### config.mk
export PLATFORM = sky130hd
export DESIGN_NAME = periph_bus_mux
export DESIGN_NICKNAME = d
export VERILOG_FILES = /design/src/rtl/periph_bus_pkg.sv /design/src/rtl/periph_window_match.sv /design/src/rtl/periph_bus_mux.sv
export SDC_FILE = /design/constraint.sdc
export NUM_CORES = 1
export LEC_CHECK = 0
export BUFFER_PORTS_ARGS = -buffer_cell sky130_fd_sc_hd__buf_2
export CORE_ASPECT_RATIO = 0.5
export CORE_MARGIN = 10
export CORE_UTILIZATION = 48
export CTS_BUF_LIST = sky130_fd_sc_hd__clkbuf_16
export CTS_CLUSTER_DIAMETER = 40
export DETAILED_ROUTE_END_ITERATION = 10
export PLACE_DENSITY = 0.83
export SLEW_MARGIN = 20
export SYNTH_ARGS = -nofsm -noshare
export SYNTH_HDL_FRONTEND = slang
export SYNTH_HIERARCHICAL = 1
export SYNTH_SLANG_ARGS = --single-unit
### constraint.sdc
create_clock -name clock -period 2.5 [get_ports clock]
set_clock_uncertainty 0.1 [all_clocks]
set_input_delay 0 -clock clock [delete_from_list [all_inputs] [get_ports clock]]
set_output_delay 0 -clock clock [all_outputs]
set_load 0.02 [all_outputs]
### src/rtl/periph_bus_pkg.sv
// Shared types and helpers for the peripheral bus mux: FSM state encoding,
// wait-count width and packed-parameter field extraction.
package periph_bus_pkg;

  typedef enum logic [1:0] {
    IDLE   = 2'd0,
    WAIT   = 2'd1,
    ACTIVE = 2'd2
  } state_t;

  localparam int WAIT_W      = 4;
  localparam int SLICE_VEC_W = 1024;

  // Returns field idx (each width bits wide) of a zero-padded packed vector.
  function automatic logic [63:0] field_slice(input logic [SLICE_VEC_W-1:0] vec,
                                              input int idx, input int width);
    logic [SLICE_VEC_W-1:0] shifted;
    shifted     = vec >> (idx * width);
    field_slice = shifted[63:0] & ((64'd1 << width) - 64'd1);
  endfunction

endpackage

### src/rtl/periph_window_match.sv
// One address window comparator: hit when the bus is owned, the masked address
// matches the base and a strobe of the window's type (I/O or memory) is active.
module periph_window_match
  import periph_bus_pkg::*;
#(
  parameter int              ADDR_WIDTH = 20,
  parameter logic [ADDR_WIDTH-1:0] BASE = {ADDR_WIDTH{1'b0}},
  parameter logic [ADDR_WIDTH-1:0] MASK = {ADDR_WIDTH{1'b0}},
  parameter logic            IS_MEM     = 1'b0
) (
  input  logic [ADDR_WIDTH-1:0] address,
  input  logic                  address_enable_n,
  input  logic                  io_read_n,
  input  logic                  io_write_n,
  input  logic                  memory_read_n,
  input  logic                  memory_write_n,
  output logic                  hit
);

  logic strobe_s;
  logic match_s;

  assign strobe_s = IS_MEM ? (~memory_read_n | ~memory_write_n)
                           : (~io_read_n | ~io_write_n);
  assign match_s  = ((address ^ BASE) & MASK) == {ADDR_WIDTH{1'b0}};
  assign hit      = ~address_enable_n & match_s & strobe_s;

endmodule

### src/rtl/periph_bus_mux.sv
// Address-window chip-select decoder with per-channel wait states, ready
// extension, timeout, and a registered read-data return path (incl. INTA).
module periph_bus_mux
  import periph_bus_pkg::*;
#(
  parameter int NUM_CHANNELS = 8,
  parameter int ADDR_WIDTH   = 20,
  parameter int DATA_WIDTH   = 8,
  parameter logic [NUM_CHANNELS*ADDR_WIDTH-1:0] CH_BASE = {(NUM_CHANNELS*ADDR_WIDTH){1'b0}},
  parameter logic [NUM_CHANNELS*ADDR_WIDTH-1:0] CH_MASK = {(NUM_CHANNELS*ADDR_WIDTH){1'b0}},
  parameter logic [NUM_CHANNELS-1:0]            CH_IS_MEM = {NUM_CHANNELS{1'b0}},
  parameter logic [NUM_CHANNELS*WAIT_W-1:0]     CH_WAIT = {(NUM_CHANNELS*WAIT_W){1'b0}},
  parameter int INTA_CHANNEL = 1,
  parameter int TIMEOUT      = 64
) (
  input  logic                               clock,
  input  logic                               reset_n,
  input  logic [ADDR_WIDTH-1:0]              address,
  input  logic                               address_enable_n,
  input  logic                               io_read_n,
  input  logic                               io_write_n,
  input  logic                               memory_read_n,
  input  logic                               memory_write_n,
  input  logic                               interrupt_acknowledge_n,
  input  logic [NUM_CHANNELS*DATA_WIDTH-1:0] channel_data_in,
  input  logic [NUM_CHANNELS-1:0]            channel_ready,
  output logic [NUM_CHANNELS-1:0]            chip_select_n,
  output logic                               ready,
  output logic [DATA_WIDTH-1:0]              data_bus_out,
  output logic                               data_bus_out_from_chipset,
  output logic                               timeout_pulse
);

  localparam int CH_W   = (NUM_CHANNELS > 1) ? $clog2(NUM_CHANNELS) : 1;
  localparam int TCNT_W = (TIMEOUT > 2) ? $clog2(TIMEOUT) : 1;
  localparam int PAD_A  = SLICE_VEC_W - NUM_CHANNELS * ADDR_WIDTH;
  localparam int PAD_W  = SLICE_VEC_W - NUM_CHANNELS * WAIT_W;
  localparam logic [CH_W-1:0]   INTA_CH   = CH_W'(INTA_CHANNEL);
  localparam logic [TCNT_W-1:0] TCNT_LAST = TCNT_W'(TIMEOUT - 1);

  logic [NUM_CHANNELS-1:0] hit_s;
  logic [WAIT_W-1:0]       ch_wait_s [NUM_CHANNELS];
  logic [DATA_WIDTH-1:0]   ch_data_s [NUM_CHANNELS];
  logic [CH_W-1:0]         hit_idx_s;
  logic                    any_hit_s;

  for (genvar i = 0; i < NUM_CHANNELS; i++) begin : g_ch
    localparam logic [ADDR_WIDTH-1:0] BASE_I =
      ADDR_WIDTH'(field_slice({{PAD_A{1'b0}}, CH_BASE}, i, ADDR_WIDTH));
    localparam logic [ADDR_WIDTH-1:0] MASK_I =
      ADDR_WIDTH'(field_slice({{PAD_A{1'b0}}, CH_MASK}, i, ADDR_WIDTH));

    assign ch_wait_s[i] = WAIT_W'(field_slice({{PAD_W{1'b0}}, CH_WAIT}, i, WAIT_W));
    assign ch_data_s[i] = channel_data_in[i*DATA_WIDTH +: DATA_WIDTH];

    periph_window_match #(
      .ADDR_WIDTH (ADDR_WIDTH),
      .BASE       (BASE_I),
      .MASK       (MASK_I),
      .IS_MEM     (CH_IS_MEM[i])
    ) u_match (
      .address          (address),
      .address_enable_n (address_enable_n),
      .io_read_n        (io_read_n),
      .io_write_n       (io_write_n),
      .memory_read_n    (memory_read_n),
      .memory_write_n   (memory_write_n),
      .hit              (hit_s[i])
    );
  end

  // Lowest-index hit wins: scan downward so the last assignment is the lowest.
  always_comb begin
    hit_idx_s = {CH_W{1'b0}};
    for (int i = NUM_CHANNELS - 1; i >= 0; i--) begin
      hit_idx_s = hit_s[i] ? CH_W'(i) : hit_idx_s;
    end
  end

  assign any_hit_s     = |hit_s;
  assign chip_select_n = any_hit_s ? ~(NUM_CHANNELS'(1'b1) << hit_idx_s)
                                   : {NUM_CHANNELS{1'b1}};

  // Access qualification; a read+write pair on the hit window is ignored.
  logic              hit_is_mem_s, rd_s, wr_s, inta_s, start_s, start_rd_s;
  logic [CH_W-1:0]   start_ch_s;
  logic [WAIT_W-1:0] start_wait_s;

  assign hit_is_mem_s = CH_IS_MEM[hit_idx_s];
  assign rd_s         = hit_is_mem_s ? ~memory_read_n  : ~io_read_n;
  assign wr_s         = hit_is_mem_s ? ~memory_write_n : ~io_write_n;
  assign inta_s       = ~interrupt_acknowledge_n;
  assign start_s      = inta_s | (any_hit_s & (rd_s ^ wr_s));
  assign start_ch_s   = inta_s ? INTA_CH : hit_idx_s;
  assign start_rd_s   = inta_s | rd_s;
  assign start_wait_s = ch_wait_s[start_ch_s];

  state_t                state_q, state_d;
  logic [CH_W-1:0]       ch_q, ch_d;
  logic                  rd_q, rd_d, mem_q, mem_d, inta_q, inta_d, to_q, to_d;
  logic [WAIT_W-1:0]     cnt_q, cnt_d;
  logic [TCNT_W-1:0]     tcnt_q, tcnt_d;
  logic                  ready_q, ready_d, from_chipset_q, from_chipset_d;
  logic                  timeout_pulse_q, timeout_pulse_d;
  logic [DATA_WIDTH-1:0] data_q, data_d;
  logic                  latched_strobe_n_s;

  assign latched_strobe_n_s = inta_q ? interrupt_acknowledge_n :
                              mem_q  ? (rd_q ? memory_read_n : memory_write_n) :
                                       (rd_q ? io_read_n     : io_write_n);

  // Next-state and registered-output computation for the access sequencer.
  always_comb begin
    state_d         = state_q;
    ch_d            = ch_q;
    rd_d            = rd_q;
    mem_d           = mem_q;
    inta_d          = inta_q;
    to_d            = to_q;
    cnt_d           = cnt_q;
    tcnt_d          = tcnt_q;
    data_d          = data_q;
    from_chipset_d  = from_chipset_q;
    timeout_pulse_d = 1'b0;
    case (state_q)
      IDLE: begin
        data_d         = {DATA_WIDTH{1'b0}};
        from_chipset_d = 1'b0;
        to_d           = 1'b0;
        if (start_s) begin
          ch_d   = start_ch_s;
          rd_d   = start_rd_s;
          mem_d  = hit_is_mem_s;
          inta_d = inta_s;
          if (start_wait_s != {WAIT_W{1'b0}}) begin
            state_d = WAIT;
            cnt_d   = start_wait_s - WAIT_W'(1);
            tcnt_d  = {TCNT_W{1'b0}};
          end else begin
            state_d        = ACTIVE;
            data_d         = start_rd_s ? ch_data_s[start_ch_s] : {DATA_WIDTH{1'b0}};
            from_chipset_d = start_rd_s;
          end
        end else begin
          state_d = IDLE;
        end
      end
      WAIT: begin
        tcnt_d = tcnt_q + TCNT_W'(1);
        cnt_d  = (cnt_q == {WAIT_W{1'b0}}) ? cnt_q : cnt_q - WAIT_W'(1);
        if ((cnt_q == {WAIT_W{1'b0}}) && channel_ready[ch_q]) begin
          state_d        = ACTIVE;
          data_d         = rd_q ? ch_data_s[ch_q] : {DATA_WIDTH{1'b0}};
          from_chipset_d = rd_q;
        end else if (tcnt_q == TCNT_LAST) begin
          // Forced completion returns all-ones and holds it for this access.
          state_d         = ACTIVE;
          to_d            = 1'b1;
          timeout_pulse_d = 1'b1;
          data_d          = rd_q ? {DATA_WIDTH{1'b1}} : {DATA_WIDTH{1'b0}};
          from_chipset_d  = rd_q;
        end else begin
          state_d = WAIT;
        end
      end
      ACTIVE: begin
        if (latched_strobe_n_s) begin
          state_d        = IDLE;
          data_d         = {DATA_WIDTH{1'b0}};
          from_chipset_d = 1'b0;
          to_d           = 1'b0;
        end else begin
          data_d = (rd_q & ~to_q) ? ch_data_s[ch_q] : data_q;
        end
      end
      default: begin
        state_d        = IDLE;
        data_d         = {DATA_WIDTH{1'b0}};
        from_chipset_d = 1'b0;
      end
    endcase
    ready_d = (state_d != WAIT);
  end

  // State and output registers with synchronous active-low reset.
  always_ff @(posedge clock) begin
    if (!reset_n) begin
      state_q         <= IDLE;
      ch_q            <= {CH_W{1'b0}};
      rd_q            <= 1'b0;
      mem_q           <= 1'b0;
      inta_q          <= 1'b0;
      to_q            <= 1'b0;
      cnt_q           <= {WAIT_W{1'b0}};
      tcnt_q          <= {TCNT_W{1'b0}};
      ready_q         <= 1'b1;
      data_q          <= {DATA_WIDTH{1'b0}};
      from_chipset_q  <= 1'b0;
      timeout_pulse_q <= 1'b0;
    end else begin
      state_q         <= state_d;
      ch_q            <= ch_d;
      rd_q            <= rd_d;
      mem_q           <= mem_d;
      inta_q          <= inta_d;
      to_q            <= to_d;
      cnt_q           <= cnt_d;
      tcnt_q          <= tcnt_d;
      ready_q         <= ready_d;
      data_q          <= data_d;
      from_chipset_q  <= from_chipset_d;
      timeout_pulse_q <= timeout_pulse_d;
    end
  end

  assign ready                     = ready_q;
  assign data_bus_out              = data_q;
  assign data_bus_out_from_chipset = from_chipset_q;
  assign timeout_pulse             = timeout_pulse_q;

endmodule

Yosys cells after proc, flatten, opt, wreduce, memory -nomap -nowiden
Memory sizes are Yosys's and may differ from the RTL's.
Index checks and enable logic that the tools add are counted.
- register bits: 29
- ROM bits: 32
- input port bits: 100
- output and inout bits: 19
- word-level logic and storage cells: 106
- memories kept: 1
- memories (memory ; words ; width ; rd ports ; clocked after Yosys merged registers in ; write ports ; line ; source):
    (name not given) ; 8 ; 4 ; 1 ; 0 ; 0 ; periph_bus_mux.sv:96 ; assign start_wait_s = ch_wait_s[start_ch_s];
- add/sub/neg operators: 3
- order comparisons: 3
- equality and inequality tests: 12
- mux-type cells: 47
- bitwise gates (word level): 16
- reduce and logical (&&, ||, !) cells: 13
- operator list (kind ; count):
    8-bit 2-to-1 mux ; 13
    8-bit binary-select mux with 3-bit select ; 2
    8-bit one-hot mux with 3 select lines ; 1
    4-bit 2-to-1 mux ; 5
    1-bit 2-to-1 mux ; 13
    6-bit 2-to-1 mux ; 2
    2-bit inequality test (second input constant) ; 6
    6-bit one-hot mux with 2 select lines ; 1
    2-bit 2-to-1 mux ; 5
    4-bit >= comparator (second input constant) ; 2
    4-bit one-hot mux with 2 select lines ; 1
    4-bit AND reduction ; 2
    4-bit by 1-bit subtractor with 4-bit output (second input constant) ; 2
    1-bit inverter ; 7
    6-bit by 1-bit adder with 6-bit output (second input constant) ; 1
    6-bit equality test (second input constant) ; 1
    3-bit inequality test (second input constant) ; 2
    1-bit one-hot mux with 3 select lines ; 2
    2-bit one-hot mux with 3 select lines ; 1
    2-bit AND reduction ; 3
    4-bit zero test ; 1
    3-bit by 4-bit < comparator with 1-bit output (second input constant) ; 1
    1-bit inverter with 4-bit output ; 1
    3-bit inverter with 4-bit output ; 1
    other kinds (14) ; 18

Logic depth before layout (Yosys ltp)
Gate-level depths: netlist of the first run.
- depth in word-level cells: 10
- gate-level depth with buffers: 9
- mapped depth without buffers: 8

By module
The synthesis of the first run kept the hierarchy.
- modules (own cells, without submodules) (module ; instances ; cells an instance ; area each (µm²) ; sequential area each (µm²)):
    periph_bus_mux ; 1 ; 259 ; 2576.2 ; 580.6
    periph_window_match ; 8 ; 1 ; 8.8 ; 0.0

Worst setup path before layout of the first run
Ideal clock, no wire load.
- path kind: reg-to-reg
- start point: register cnt_q[0]
- end point: register data_q[7] (netlist: data_bus_out[7])
- library setup time: 136 ps
- arrival: 1894 ps
- required time: 2264 ps
- slack: 370 ps
- cell stages (with the launch flop): 10
- path buffers: 1
- cell sequence: dfxtp_1 inv_1 ha_1 or3b_1 and2_1 clkbuf_1 o2bb2ai_1 a31oi_1 nand2b_1 o221ai_1
- longest elaborated chain between the ends: 4
- elaborated cells on any way between the ends: 6
- those cells by class: 1 x eq/ne; 2 x mux; 3 x reduce/logical
- ends and longest elaborated chain (item ; line ; source):
    from (decl) ; periph_bus_mux.sv:101 ; logic [WAIT_W-1:0] cnt_q, cnt_d;
    from (signal assigned) ; periph_bus_mux.sv:194 ; cnt_q <= {WAIT_W{1'b0}};
    from (signal assigned) ; periph_bus_mux.sv:207 ; cnt_q <= cnt_d;
    4-bit zero test * ; periph_bus_mux.sv:151 ; if ((cnt_q == {WAIT_W{1'b0}}) && channel_ready[ch_q]) begin
    1-bit logical AND * ; periph_bus_mux.sv:151 ;
    8-bit 2-to-1 mux / 3-bit inequality test (equally long branches) ; -- ;
    8-bit one-hot mux with 3 select lines / 2-bit AND reduction (equally long branches) ; -- ;
    to (signal assigned) ; periph_bus_mux.sv:197 ; data_q <= {DATA_WIDTH{1'b0}};
    to (signal assigned) ; periph_bus_mux.sv:210 ; data_q <= data_d;
    to (decl) ; periph_bus_mux.sv:105 ; logic [DATA_WIDTH-1:0] data_q, data_d;
Mark *: on every way between the ends. The rest lies on a longest branch, timed or not.
A chain may end at the register's enable or synchronous reset.

Final worst setup path of the first run
Same ends and word-level chain as after synthesis.

==> results of run 1 <==
## through the flow
stage | utilization | setup slack [ns] | total power [mW] | cell area, um2 | std cells
after detailed placement | 0.623 | 0.108 | 1.02 | 3200 | 428
final | 0.656 | 0.124 | 1.69 | 3370 | 435
after CTS | 0.654 | 0.0649 | 1.69 | 3360 | 435
after global routing | 0.656 | 0.000523 | 1.76 | 3370 | 435
after floorplan | - | 0.370 | 0.855 | 2650 | 267
after global placement | 0.623 | 0.191 | 1.00 | 3200 | 428
## path summary, 6_finish.rpt
| path | from | end | slack [ns] | cells after the start |
|---|---|---|---|---|
| worst min register to register | data_bus_out[7] | data_bus_out[7] | 0.40 | 2 |
| worst min-delay path | reset_n | rd_q | 0.01 | 2 |
| worst max register to register | cnt_q[0] | data_bus_out[7] | 0.12 | 8 |
| worst max-delay path | cnt_q[0] | data_bus_out[7] | 0.12 | 8 |
## worst register-to-register path, stage by stage, from the launching register on
cell	delay (ns)
dfxtp_1	0.31
inv_1	0.11
ha_1	0.16
or3b_1	0.40
and2_1	0.24
o2bb2ai_1	0.16
a31oi_2	0.26
nand2b_1	0.34
o221ai_1	0.17
## cell type report
cell class | count | area [um2]
tap | 70 | 87.6
timing repair buffer | 105 | 548
clock buffer | 5 | 125
multi-input combinational | 212 | 1950
sequential | 29 | 581
fill | 416 | 1770
inverter | 12 | 45.0
clock inverter | 2 | 35.0
## logic make-up (layout without fill, tap and decap cells)
group                      after synthesis  in the layout  synth area share
DFF                                     29             29             0.219
xor gates and xnor gates                 7              7            0.0232
and+or+nand+nor                         85             85             0.181
AOI/OAI and AO/OA                       73             73             0.230
buffers and inverters                   26            124            0.0478
muxes                                   44             44             0.285
adders and majority gates                3              3            0.0142
## layout by cell type, fill, tap and decap left out, drive strengths merged, types with 9 or more instances in the layout
cell / instances
a21oi: 12
and2: 9
buf: 105
dfxtp: 29
inv: 12
mux2i: 18
mux4: 25
nand2: 27
nor2: 12
nor2b: 13
o21ai: 10
o221ai: 14
## sequential cells by signal, summed over array words and instances (netlist names), 2 cells and up
| register | flops |
|---|---|
| ch_q | 3 |
| tcnt_q | 6 |
| data_bus_out | 8 |
| state_q | 2 |
| cnt_q | 4 |
## power groups by stage
| stage | combinational [mW] | clock [mW] | sequential [mW] |
|---|---|---|---|
| floorplan | 0.321 | 0 | 0.534 |
| global placement | 0.483 | 0 | 0.517 |
| detailed placement | 0.502 | 0 | 0.518 |
| CTS | 0.508 | 0.670 | 0.509 |
| global route | 0.551 | 0.691 | 0.513 |
| finish | 0.518 | 0.664 | 0.510 |
## cell usage after synthesis (2+ instances only)
master / number / area, um2
o21ai_1: 3 / 15.0
a21boi_0: 4 / 30.0
nand4_1: 2 / 12.5
and3_1: 2 / 12.5
nand2_1: 27 / 101
nor2b_1: 13 / 81.3
nor3_1: 3 / 15.0
o21a_1: 4 / 30.0
clkbuf_1: 7 / 26.3
nor2_1: 12 / 45.0
buf_6: 3 / 33.8
o221a_1: 7 / 78.8
inv_1: 12 / 45.0
o21ai_0: 5 / 25.0
o221ai_1: 14 / 123
dfxtp_1: 29 / 581
a221oi_1: 7 / 61.3
a21oi_1: 4 / 20.0
nor4_1: 2 / 12.5
ha_1: 3 / 37.5
xnor2_1: 7 / 61.3
o211a_1: 4 / 40.0
a21oi_2: 8 / 70.1
nand3_1: 2 / 10.0
buf_2: 2 / 10.0
and2_1: 9 / 56.3
o211ai_1: 2 / 15.0
mux2i_1: 18 / 180
mux4_2: 25 / 563
or2_2: 2 / 12.5
## metal layers
layer / vias up / part of all wire / wire length, um
met3: 41 / 0.098 / 876
li1: 1249 / - / -
met4: 0 / 0.029 / 262
met1: 1362 / 0.36 / 3270
met5: - / 0 / 0
met2: 202 / 0.51 / 4540
==> metrics.cfg, run 1 <==
[sta]
fmax_ghz=0.421
tns_ns=0
rsz0062_at_grt=no
finalSetupViolations=0
min_period_over_period=0.950
hold_viol=0
max_slew_margin=0.423
slew_violations=0
finalCriticalPeriod_ns=2.38
worst_pin_slew_ns=0.864
worst_hold_slack_ns=0.0101

[setup_path]
path_delay_family=simple AND/OR/NAND/NOR gates
worstSetupPathType=flop to flop
crit_fanout=7
crit_slowest_cell=or3b_1
max_stage_delay_ns=0.40
cp.arrival_ns=2.42
required_ns=2.54
start_kind=flop
path_buf_inv=1
endpoint_kind=flop
critical_path.cell_chain=inv_1 > ha_1 > or3b_1 > and2_1 > o2bb2ai_1 > a31oi_2 > nand2b_1 > o221ai_1

[synthesis]
synth_seq_cells=29
yosysSeqAreaShare=0.219
synthCells=267
synth_edf_count=0
ys_warn_count=6
netlist_area_mm2=0.00265
syn_nets=370
syn_area_per_cell_um2=9.91
async_reset_ff_frac=0
synth_flop_cell=dfxtp_1
synthDistinctLibCells=55

[final_layout]
final_nets=468
n_antenna_cell=0
syn2layout_area_growth_pct=27.3
drive_above_1_share=0.427

[clock_network]
cts_hold_buf=0
cts_resized=0
cts.htree.levels=2
clk_path_buf_depth=2
cts_tree=built
worstSkewPairLatency_ns=0.28
cts-root-buf=clkbuf_16
cts_buffers=5
clkTransAtPathRegs_ns=0.05
cts_setup_buffers=0
cts.sinks=29

[routing]
drc=0
totalWireLength_um=8950
postRouteAntennaNets=0
drtPass1Iterations=5
vias=2854
via_per_inst=6.56
wl_per_cell_um=20.6
drt_iter0_markers=242

[die]
die_h_um=72.5
ios=119
dieArea_mm2=0.00906
fp-row-count=18
die_width_um=125
core_area_mm2=0.00513
initial_core_util=0.515

[placed_design]
io_buffers=96
gp_congestion=0.909
hpwl_um=6850

[global_routing]
met2_usage=0.330
grt_pass1_vias=2925
grt_start_max_net_pins=22
grt_pass1_wl_um=14000
overflow=0
gr-usage-met1=0.203
grtUsageMet3=0.0522
top_usage_layer=met2
grt_use_total=0.185
antenna_found_initial=0

[pwr]
power_density_mw_per_mm2=502
clkPwrFrac=0.393
sw_frac_of_total=0.294
intPower_mw=1.20
p_sw_mw=0.497
pwr-share-comb=0.306
leakage_nw=1.34
peakVddDrop_mv=0.271
power_frac_seq=0.302

[min_path]
hp-class=input port to flop

[status]
status=finished, final reports clean

[job]
cap_violations=0

Note: power is estimated with default switching activity, not from simulation.
==> run 2, diff against run 1 <==
- CORE_MARGIN: 10 -> 1.5
- CTS_BUF_LIST: sky130_fd_sc_hd__clkbuf_16 -> not set
==> metrics.cfg, run 2 (same netlist as run 1, synthesis figures left out) <==
[clock_network]
cts.htree.levels=2  ; unchanged
cts_tree=built
clkTransAtPathRegs_ns=0.08  ; +0.03 ns
cts_setup_buffers=0  ; unchanged
worstSkewPairLatency_ns=0.29  ; about the same
cts-root-buf=clkbuf_8
cts_buffers=5  ; unchanged
cts.sinks=29  ; unchanged
clk_path_buf_depth=2  ; unchanged

[setup_path]
crit_fanout=8  ; +1
endpoint_kind=flop
r2r_end=data_bus_out[7]
reg2reg_depth=6  ; -2
worstReg2RegStart=cnt_q[0]
start_kind=flop
required_ns=2.57  ; +0.03 ns
cp.arrival_ns=2.40  ; -0.02 ns
ff2ff_setup_slack_ns=0.17  ; +0.04 ns
worstSetupPathType=flop to flop

[routing]
wl_per_cell_um=17.7  ; -14%
via_per_inst=6.35  ; -3.3%
vias=2754  ; -3.5%
drc=0  ; unchanged
drtPass1Iterations=5  ; unchanged
postRouteAntennaNets=0  ; unchanged
totalWireLength_um=7670  ; -14%
drt_iter0_markers=219  ; -9.5%

[die]
die_width_um=108  ; -14%
ios=119  ; unchanged
dieArea_mm2=0.00599  ; -34%
die_h_um=55.5  ; -23%
initial_core_util=0.518  ; +0.00227
core_area_mm2=0.00511  ; -0.44%
fp-row-count=18  ; unchanged

[global_routing]
grt_start_max_net_pins=22  ; unchanged
overflow=0  ; unchanged
grt_pass1_wl_um=12400  ; -12%
grt_pass1_vias=2700  ; -7.7%
grt_use_total=0.262  ; +0.0764
antenna_found_initial=0  ; unchanged

[placed_design]
io_buffers=96  ; unchanged
hpwl_um=5830  ; -15%
post-place-cells=426  ; -0.47%
gp_congestion=0.977  ; +7.5%

[final_layout]
largest_reg_flops=8  ; unchanged
final_util=0.649  ; -0.00739
most-common-layout-cells=96 x buf_2, 29 x dfxtp_1, 26 x nand2_1
syn2layout_area_growth_pct=25.3
n_antenna_cell=0  ; unchanged
final_cells=434  ; -0.23%
final_nets=466  ; -0.43%
drive_above_1_share=0.429  ; +0.00117
final_common_cell=buf_2

[job]
cap_violations=0  ; unchanged

[sta]
max_slew_margin=0.453  ; +0.0303
fmax_ghz=0.428  ; +1.8%
rsz0062_at_grt=no
tns_ns=0  ; unchanged
slew_violations=0  ; unchanged
worst_hold_slack_ns=-0.00150  ; -0.0116 ns
hold_viol=3  ; +3
finalCriticalPeriod_ns=2.33  ; -0.0418 ns
finalSetupViolations=0  ; unchanged
worst_pin_slew_ns=0.816  ; -0.0472 ns
min_period_over_period=0.934  ; -0.0167

[pwr]
leakage_nw=1.31  ; -2.4%
peakVddDrop_mv=0.222  ; -18%
power_density_mw_per_mm2=465  ; -7.4%
totalPowerFinal_mw=1.54  ; -8.8%

[min_path]
hp-class=input port to flop
holdPathEnd=rd_q
hold_start=reset_n
hold_depth=2  ; unchanged

[status]
status=finished with violations
violations=negative hold slack

[run 2: cell types whose count changed in the layout (fill, tap and decap cells not counted)]
cell	previous run	this run
buf_4	9	7
nand2b_1	1	0
clkinv_2	1	0
clkbuf_16	5	0
clkbuf_8	0	6
nand2b_2	0	1
clkinvlp_4	0	1
[run 2: what timing repair did]
item / CTS / global route
hold buffers: 0 / 0
gates resized for setup: 0 / 3
endpoints found under the setup margin: 0 / 7
[run 2: report_power, final]
group | internal, mW | switching, mW
registers | 0.488 | 0.0210
clock network | 0.324 | 0.205
logic | 0.243 | 0.262
[run 2: metal layers]
layer  up-vias  track usage  wire (um)
met1      1331        0.322       3070
met3        28       0.0508        571
met5         -            0          0
met2       149        0.447       3790
met4         0        0.117        233
li1       1246            -          -
[run 2: how the worst max path moves through the flow]
stage | startpoint | end
floorplan | cnt_q[0] | data_bus_out[7]
global placement | cnt_q[0] | data_bus_out[7]
detailed placement | cnt_q[0] | data_bus_out[7]
CTS | cnt_q[0] | data_bus_out[7]
global route | cnt_q[0] | data_bus_out[3]
finish | cnt_q[0] | data_bus_out[7]
[run 2: critical path: stages, from the launching register on]
cell,delay [ns]
dfxtp_1,0.31
inv_1,0.11
ha_1,0.15
or3b_1,0.41
o211ai_1,0.70
o221a_1,0.32
o221ai_1,0.12
[run 2: area by class of cell]
class / count / area [um2]
Multi-Input combinational cell: 212 / 1950
Fill cell: 425 / 1800
Sequential cell: 29 / 581
Timing Repair Buffer: 103 / 533
Tap cell: 70 / 87.6
Clock buffer: 6 / 82.6
Inverter: 12 / 45.0
Clock inverter: 2 / 37.5
[run 2: stage by stage]
stage,area [um2],setup WS (ns)
floorplan,2650,0.370
finish,3320,0.166
global placement,3190,0.170
global route,3320,0.0643
CTS,3310,0.0710
detailed placement,3190,0.0772
